**src/rtl/hazard_pkg.sv**
```systemverilog
// Shared types and helpers for the RAW hazard scoreboard.
// Tags store dest at MAX_REG_W bits; narrower register files zero-extend into it.
package hazard_pkg;

   localparam int MAX_REG_W = 8;
   localparam int FWD_RF    = 0;

   typedef struct packed {
      logic                 valid;
      logic                 wb_en;
      logic                 mem_read;
      logic [MAX_REG_W-1:0] dest;
   } hazard_tag_t;

   function automatic int fwd_sel_w(input int stages);
      return (stages < 1) ? 1 : $clog2(stages + 1);
   endfunction

endpackage

```
**src/rtl/hazard_src_match.sv**
```systemverilog
// Compares one ID source operand against every in-flight tag.
// Reports all matching stages, the youngest one, and whether stage 0 is a load.
module hazard_src_match
   import hazard_pkg::*;
#(
   parameter int STAGES = 2,
   parameter int REG_W  = 5,
   parameter int SEL_W  = fwd_sel_w(STAGES)
) (
   input  logic                    id_valid,
   input  logic [REG_W-1:0]        src,
   input  logic                    has_src,
   input  hazard_tag_t [STAGES-1:0] tags,
   output logic [STAGES-1:0]       match,
   output logic [SEL_W-1:0]        youngest,
   output logic                    load_use
);

   for (genvar k = 0; k < STAGES; k++) begin : g_cmp
      assign match[k] = id_valid & has_src & tags[k].valid & tags[k].wb_en &
                        (tags[k].dest == MAX_REG_W'(src));
   end

   // Scan oldest to youngest so the lowest matching stage is left in place.
   always_comb begin
      youngest = '0;
      for (int k = STAGES - 1; k >= 0; k--)
         if (match[k]) youngest = SEL_W'(k);
   end

   assign load_use = match[0] & tags[0].mem_read;

endmodule

```
**src/rtl/hazard_scoreboard.sv**
```systemverilog
// RAW hazard scoreboard beside ID: tag pipeline, stall/forward decisions, stall counter.
// Build option FORWARDING_EN: forward from any tracked stage, stall only on load-use.
module hazard_scoreboard
   import hazard_pkg::*;
#(
   parameter int REG_W  = 5,
   parameter int STAGES = 2,
   parameter int CNT_W  = 32,
   localparam int SEL_W = fwd_sel_w(STAGES)
) (
   input  logic             clk,
   input  logic             rst,
   input  logic             id_valid,
   input  logic [REG_W-1:0] src1,
   input  logic [REG_W-1:0] src2,
   input  logic             has_src1,
   input  logic             has_src2,
   input  logic [REG_W-1:0] id_dest,
   input  logic             id_wb_en,
   input  logic             id_mem_read,
   input  logic             mem_ready,
   input  logic             perf_clr,
   output logic             hazard_detected,
   output logic             pipe_stall,
   output logic [SEL_W-1:0] fwd_sel1,
   output logic [SEL_W-1:0] fwd_sel2,
   output logic [CNT_W-1:0] stall_cycles
);

   hazard_tag_t [STAGES-1:0] tags;
   hazard_tag_t              id_tag;
   logic [STAGES-1:0]        match1, match2;
   logic [SEL_W-1:0]         young1, young2;
   logic                     lu1, lu2;
   logic                     haz;
   logic [SEL_W-1:0]         sel1, sel2;
   logic [CNT_W-1:0]         cnt;

   hazard_src_match #(.STAGES(STAGES), .REG_W(REG_W), .SEL_W(SEL_W)) u_match1 (
      .id_valid(id_valid), .src(src1), .has_src(has_src1), .tags(tags),
      .match(match1), .youngest(young1), .load_use(lu1)
   );

   hazard_src_match #(.STAGES(STAGES), .REG_W(REG_W), .SEL_W(SEL_W)) u_match2 (
      .id_valid(id_valid), .src(src2), .has_src(has_src2), .tags(tags),
      .match(match2), .youngest(young2), .load_use(lu2)
   );

   always_comb begin
      haz  = 1'b0;
      sel1 = SEL_W'(FWD_RF);
      sel2 = SEL_W'(FWD_RF);
`ifdef FORWARDING_EN
      haz = lu1 | lu2;
      // A source stalled by load-use reads nothing useful this cycle, so keep it on the RF.
      if (|match1 && !lu1) sel1 = young1 + SEL_W'(1);
      if (|match2 && !lu2) sel2 = young2 + SEL_W'(1);
`else
      haz = |match1 | |match2;
`endif
   end

   always_comb begin
      id_tag = '0;
      if (id_valid && !haz) begin
         id_tag.valid    = 1'b1;
         id_tag.wb_en    = id_wb_en;
         id_tag.mem_read = id_mem_read;
         id_tag.dest     = MAX_REG_W'(id_dest);
      end
   end

   always_ff @(posedge clk) begin
      if (rst) begin
         tags <= '0;
         cnt  <= '0;
      end else begin
         if (perf_clr)                            cnt <= '0;
         else if (haz && mem_ready && !(&cnt))    cnt <= cnt + CNT_W'(1);
         if (mem_ready) begin
            tags[0] <= id_tag;
            for (int k = 1; k < STAGES; k++) tags[k] <= tags[k-1];
         end
      end
   end

   assign hazard_detected = ~rst & haz;
   assign pipe_stall      = rst | haz | ~mem_ready;
   assign fwd_sel1        = rst ? '0 : sel1;
   assign fwd_sel2        = rst ? '0 : sel2;
   assign stall_cycles    = rst ? '0 : cnt;

endmodule

```
**config.mk**
```make
export PLATFORM = sky130hd
export DESIGN_NAME = hazard_scoreboard
export DESIGN_NICKNAME = d
export VERILOG_FILES = /design/src/rtl/hazard_pkg.sv /design/src/rtl/hazard_src_match.sv /design/src/rtl/hazard_scoreboard.sv
export SDC_FILE = /design/constraint.sdc
export NUM_CORES = 1
export LEC_CHECK = 0
export CORE_AREA = 5 5 88 90
export CTS_CLUSTER_DIAMETER = 60
export DETAILED_ROUTE_END_ITERATION = 6
export DIE_AREA = 0 0 93 95
export PLACE_DENSITY = 0.67
export REMOVE_ABC_BUFFERS = 1
export SLEW_MARGIN = 5
export SYNTH_ARGS = -nofsm -noshare
export SYNTH_HDL_FRONTEND = slang
export SYNTH_SLANG_ARGS = --single-unit
```
**constraint.sdc**
```tcl
create_clock -name clk -period 3.5 [get_ports clk]
set_clock_uncertainty 0.1 [all_clocks]
set_input_delay 0.875 -clock clk [delete_from_list [all_inputs] [get_ports clk]]
set_output_delay 0.875 -clock clk [all_outputs]
set_load 0.05 [all_outputs]
```
==> run metrics <==
status finished, final reports clean; Pwr Total 0.9826 mW; leading cell type in the layout, fill and taps excluded dfxtp_1; Hold EP cnt[31]; hold_sp cnt[31]; LEAKAGE 1.242 nW; Clock transition at path regs 90 ps; initial antenna violation count 0; die width 93 um; max-cap viol count 0; VDD IR max 0.1270 mV; final RePlAce weighted congestion 0.9061; sequential area share after synthesis between 30% and 40%; H-tree depth reported by CTS 2; RSZ-0062 raised after global routing no; commonest cells after routing, fill and taps aside 46 x dfxtp_1, 41 x buf_4, 32 x nor2b_1, 24 x a21oi_1, 22 x nand4_1; fin crit period ~3400 ps; FMAX 0.2949 GHz; Power Density 282.9 mW/mm2; Worst R2R Setup Slack 990 ps; IO Pins 62; Post-route DRC 0; Worst slew margin 39.88%; CTS sink cnt 46; final setup violation count 0; worst skew pair latency 310 ps; fillers 688; Slew Viols, Final 0; Placement Cell Area roughly 0.0033 mm2; Routed wire per std cell 15.03 um; Final nets 421; Final Hold Vio Count 0; FF-to-FF path depth 8; Post-Synthesis Cells 347; first-pass GRT wire length 12.52 mm; CORE AREA 0.006982 mm2; #FFs+latches synth 46; R2R Path Start cnt[0]; largest buffer count on any clock path 2; CP Data Required Time 2520 ps; port bufs 56; share of layout cells above drive strength 1 16.12%; Setup crit start kind primary input; Ys Warns 0; Die Y 95 um; RR Endpoint cnt[4]; hold crit path type reg2reg; Num CTS Buffers 5; total track usage 17.37%; post-synthesis area per instance 8.052 um2; Rows 31; TritonCTS clock tree built; Final ANT Viol Nets 0; Core Util, Final 49.75%; number of setup buffers added after CTS 0; final instance area between 0.003 and 0.004 mm2; area grow syn2layout 24.32%; Syn Std Cell Area 0.002794 mm2; PnR worst setup slack roughly 110 ps; largest net degree at the start of global routing 54; GRT overflow 0; distinct cell type count after synthesis 45; die area roughly 0.0088 mm2; number of global-route vias before repair 2,617; critical path class in2out; critical path capture point type output pin; via count 2,718; ANT cells 0; CP arrival 2420 ps; drt total wl 7.199 mm; initial drt markers approximately 160; initial core utilization between 40% and 50%; Worst Hold Depth 2; hpwl dp 5.042 mm; crit-path max FO 4; Setup WS pre-CTS -107.3 ps; DRT Pass-1 Iters 5; Tightest Pin Transition 901.8 ps; vias per cell between 5 and 6; period utilisation layout 96.89%; clock root buffer clkbuf_8
==> metrics by stage <==
stage	hold WS [ps]	instances	setup TNS, ps
finish	401.8	479	0
floorplan	351.7	324	-813.7
CTS	400.9	479	0
global placement	383.6	471	-81.75
global route	424.4	479	0
detailed placement	386.7	471	-159.5
==> metal layers <==
| layer | wire [um] | global-route usage [%] |
|---|---|---|
| met5 | 0 | 0 |
| met4 | 69 | 4.762 |
| met3 | 396 | 4.382 |
| met2 | 3208 | 27.29 |
| met1 | 3525 | 23.67 |
==> cell usage after synthesis (all sizes together) <==
library cell / count / area share (%)
dfxtp: 46 / 33
nor2b: 32 / 7.2
a21oi: 24 / 4.3
nand4: 23 / 5.7
nor2: 23 / 3.2
nand2: 20 / 2.7
or3: 19 / 4.3
nand3: 17 / 3.0
clkbuf: 14 / 1.9
or4: 14 / 3.9
o21ai: 13 / 2.3
buf: 12 / 2.6
o31ai: 11 / 3.0
xnor2: 10 / 3.1
xor2: 10 / 3.1
mux2i: 9 / 3.2
nor4: 7 / 2.1
a32oi: 6 / 1.9
and3: 6 / 1.4
and2: 5 / 1.1
nor3: 3 / 0.54
o211ai: 3 / 0.81
o41ai: 3 / 0.94
and4: 2 / 0.72
inv: 2 / 0.27
o311ai: 2 / 0.63
a2111oi: 1 / 0.54
a31oi: 1 / 0.22
clkinv: 1 / 0.13
conb: 1 / 0.13
ha: 1 / 0.45
nand3b: 1 / 0.27
nor3b: 1 / 0.27
o21a: 1 / 0.27
o31a: 1 / 0.31
or2: 1 / 0.22
or4b: 1 / 0.36
==> where the power goes <==
group	internal, mW	switching [mW]	total (mW)
clock network	0.160	0.184	0.343
logic	0.0452	0.0607	0.106
registers	0.528	0.00573	0.534
total	0.733	0.250	0.983
==> cell families (layout without fill, tap and decap cells) <==
family | after synthesis | after routing | share of synthesized area (%)
compound gates | 66 | 66 | 15.18
simple gates | 175 | 175 | 36.95
buf+inv | 29 | 76 | 4.836
mux | 9 | 9 | 3.224
xor+xnor | 20 | 20 | 6.269
other cells | 1 | 4 | 0.1342
flops | 46 | 46 | 32.96
fa+ha+maj | 1 | 1 | 0.4478
==> flip-flops by register name (all words and copies together), names as in the netlist <==
name  flops
cnt      32
tags     14
==> area by class of cell <==
type	instances	area, um2	share of cell area, %
sequential	46	920.9	26.51
timing repair buffer	65	575.6	16.57
tap	82	102.6	2.954
multi-input combinational	275	1772	51.01
clock inverter	1	5.005	0.1441
clock buffer	7	86.33	2.486
inverter	3	11.26	0.3242
==> worst max-delay path by stage <==
stage,start,end,slack [ps]
2_1_floorplan,src2[3],pipe_stall,-470
3_3_place_gp,id_valid,hazard_detected,-70
3_5_place_dp,id_valid,hazard_detected,-110
4_1_cts,id_valid,pipe_stall,30
5_1_grt,has_src1,pipe_stall,20
6_report,has_src1,pipe_stall,110
==> worst max-delay path, stage by stage <==
cell and delay (ps):
clkdlybuf4s50_1 490, nand4_1 140, nor4_2 300, nand3_1 100
and4_4 220, nand3b_1 140, buf_12 150
==> timing repair <==
action	in CTS	in global routing
endpoints found under the hold margin	0	0
endpoints found under the setup margin	2	2
hold buffers	0	0
pin swaps	0	3
resized for setup	3	7
cloned	0	0
Note: power is estimated with default switching activity, not from simulation.
==> edit: new RTL, config.mk and constraints unchanged <==
Build with the macro `FORWARDING_EN` defined.
--- a/src/rtl/hazard_scoreboard.sv
+++ b/src/rtl/hazard_scoreboard.sv
@@ -2,2 +2,4 @@
 // Build option FORWARDING_EN: forward from any tracked stage, stall only on load-use.
+`define FORWARDING_EN
+
 module hazard_scoreboard
Formal check against the unedited RTL: not equivalent (a bounded check fails within 4 cycles, from zero or initial values and one cycle with rst high).
==> edit against the unedited design <==
Count of clock-buffer cells in the layout down 1; sequential share of layout area is 1.2 points lower; routed wire length rose by 13%; worst setup slack worse by 0.062 ns; clock power shrank 5.8%; sequential cell count grew 1; area after synthesis increased by 7.3%; global-route usage increased by 0.69 points; design area is 6.9% higher; power down 1.6%; die area is the same; critical endpoint is now fwd_sel1[0].
==> edit: results (changes against the unedited design) <==
Routing
  – Vias after detailed routing: 2959 (was 2718)
  – Initial DRC count: 149 (was 156)
  – Routed WL: 8100 µm (was 7200 µm)
  – Uppermost layer routed: met4 (unchanged)
  – Metal-1 WL: 3880 µm (was 3530 µm)
  – DRT Pass-1 Iters: 6 (was 5)
  – Routed wl met2: 3760 µm (was 3210 µm)
  – Met3 Wirelength: 393 µm (was 396 µm)
  – Vias/cell: 6.05 (was 5.67)

GRT
  – Vias in the first global route: 2688 (was 2617)
  – Total Routing Usage GR: 18.1% (was 17.4%)
  – Global routing usage on met2: 29.2% (was 27.3%)
  – Met1 Use GR: 25.5% (was 23.7%)
  – Largest net degree at the start of global routing: 53 (was 54)
  – Met3 Use GR: 2.47% (was 4.38%)
  – First-pass GRT wire length: 13200 µm (was 12500 µm)
  – Initial antenna violation count: 0 (unchanged)

Logic synthesis
  – FFs w/ async S/R, synth: 0% (unchanged)
  – Synth top area cells: dfxtp_1 (31%), o31ai_1 (7.3%), or4_1 (7.0%) (was dfxtp_1 (33%), nor2b_1 (7.2%), nand4_1 (4.9%))
  – Yosys cell types: 47 (was 45)
  – Post-synth top cells: dfxtp_1 (47), a21oi_1 (36), nor2b_1 (30) (was dfxtp_1 (46), nor2b_1 (32), a21oi_1 (24))
  – Ys Warns: 0 (unchanged)
  – Register area share after synthesis: 31.4% (was 33.0%)
  – Post-Syn Instances: 358 (was 347)

Clock network
  – Setup Buffers After CTS: 0 (unchanged)
  – Clock transition at path regs: 0.09 ns (about the same)
  – CTS buffer count: 5 (unchanged)
  – Root buf cell: clkbuf_8 (unchanged)
  – Clock latency at the later pin of the worst-skew pair: 0.30 ns
  – H-tree levels: 2 (unchanged)
  – Clk buf depth: 2 (unchanged)

Layout
  – Number of diodes: 0 (unchanged)
  – Top Registers: cnt: 32 flops, tags: 15 flops (was cnt: 32 flops, tags: 14 flops)
  – Filler instances: 685 (was 688)
  – Share of layout cells above drive strength 1: 18.7% (was 16.1%)
  – Layout Nets: 431 (was 421)
  – Final instance area: 3710 µm² (was 3470 µm²)

Run status
  – Status: finished clean (unchanged)

Worst hold path
  – HP Class: flip-flop to flip-flop (unchanged)

Placement
  – Port Buffers: 61 (was 56)
  – DP HPWL: 5360 µm (was 5040 µm)
  – Gpl congestion: 0.887 (was 0.906)
  – Placed Instances: 481 (was 471)
  – DP Area: 3620 µm² (was 3350 µm²)
  – Place WS: 0.0402 ns (was -0.107 ns)

Critical path
  – Crit-path leading delay family: simple AND/OR/NAND/NOR gates (unchanged)
  – CP arrival: 2.48 ns (was 2.42 ns)
  – CP max stage delay: 0.45 ns (was 0.49 ns)
  – Worst-path fanout max: 3 (was 4)
  – CP max-delay cell: clkdlybuf4s50_1 (unchanged)

Pwr
  – Maximum vdd drop: 0.000160 V (was 0.000127 V)
  – Leak: 1.27 nW (was 1.24 nW)

STA
  – Slew margin rel.: 51.5% (was 39.9%)
-- edit: what timing repair did --
item,in CTS,in global routing
setup endpoints to repair,0,4
hold buffers,0,0
resized for setup,0,2
-- edit: logic make-up (layout without fill, tap and decap cells) --
logic type	count (synthesis)	in the layout	synth area share [%]
mux	7	7	2.34
buf+inv	35	84	5.76
xor+xnor	20	20	5.84
compound gates	88	88	19.6
fa+ha+maj	1	1	0.417
flops	47	47	31.4
simple gates	160	160	34.7
-- edit: worst register-to-register path, delay by kind of cell, from the launching register on --
family | cells | cell delay (ns)
adders and majority gates | 1 | 0.23
DFF | 1 | 0.44
AOI/OAI and AO/OA | 1 | 0.05
and+or+nand+nor | 4 | 1.29
buffers and inverters | 1 | 0.32
-- edit: final cells by class --
class / instances / share of cell area, %
Clock buffer: 6 / 1.95
Clock inverter: 2 / 0.337
Inverter: 3 / 0.303
Multi-Input combinational cell: 276 / 51.4
Sequential cell: 47 / 25.3
Tap cell: 82 / 2.76
Timing Repair Buffer: 73 / 17.9
-- edit: report_power, final --
group / internal, W / switching [W] / total (W)
Sequential: 0.000540 / 0.00000685 / 0.000546
Clock: 0.000140 / 0.000183 / 0.000323
Combinational: 0.0000472 / 0.0000503 / 0.0000975
-- edit: final timing paths --
check             startpoint     endpoint  slack (ns)  cells after the start
setup / recovery     src1[4]  fwd_sel1[0]        0.05                      6
hold / removal       cnt[14]      cnt[14]        0.40                      2
setup reg to reg      cnt[0]      cnt[11]        0.91                      7
hold reg to reg      cnt[14]      cnt[14]        0.40                      2
-- edit: metrics by stage --
stage	hold WS (ns)	power [W]	TNS [ns]
after floorplan	0.356	0.000593	-1.34
after global placement	0.375	0.000654	0
after CTS	0.397	0.000977	0
after detailed placement	0.383	0.000654	0
after global routing	0.421	0.00101	-0.129
final	0.397	0.000967	0
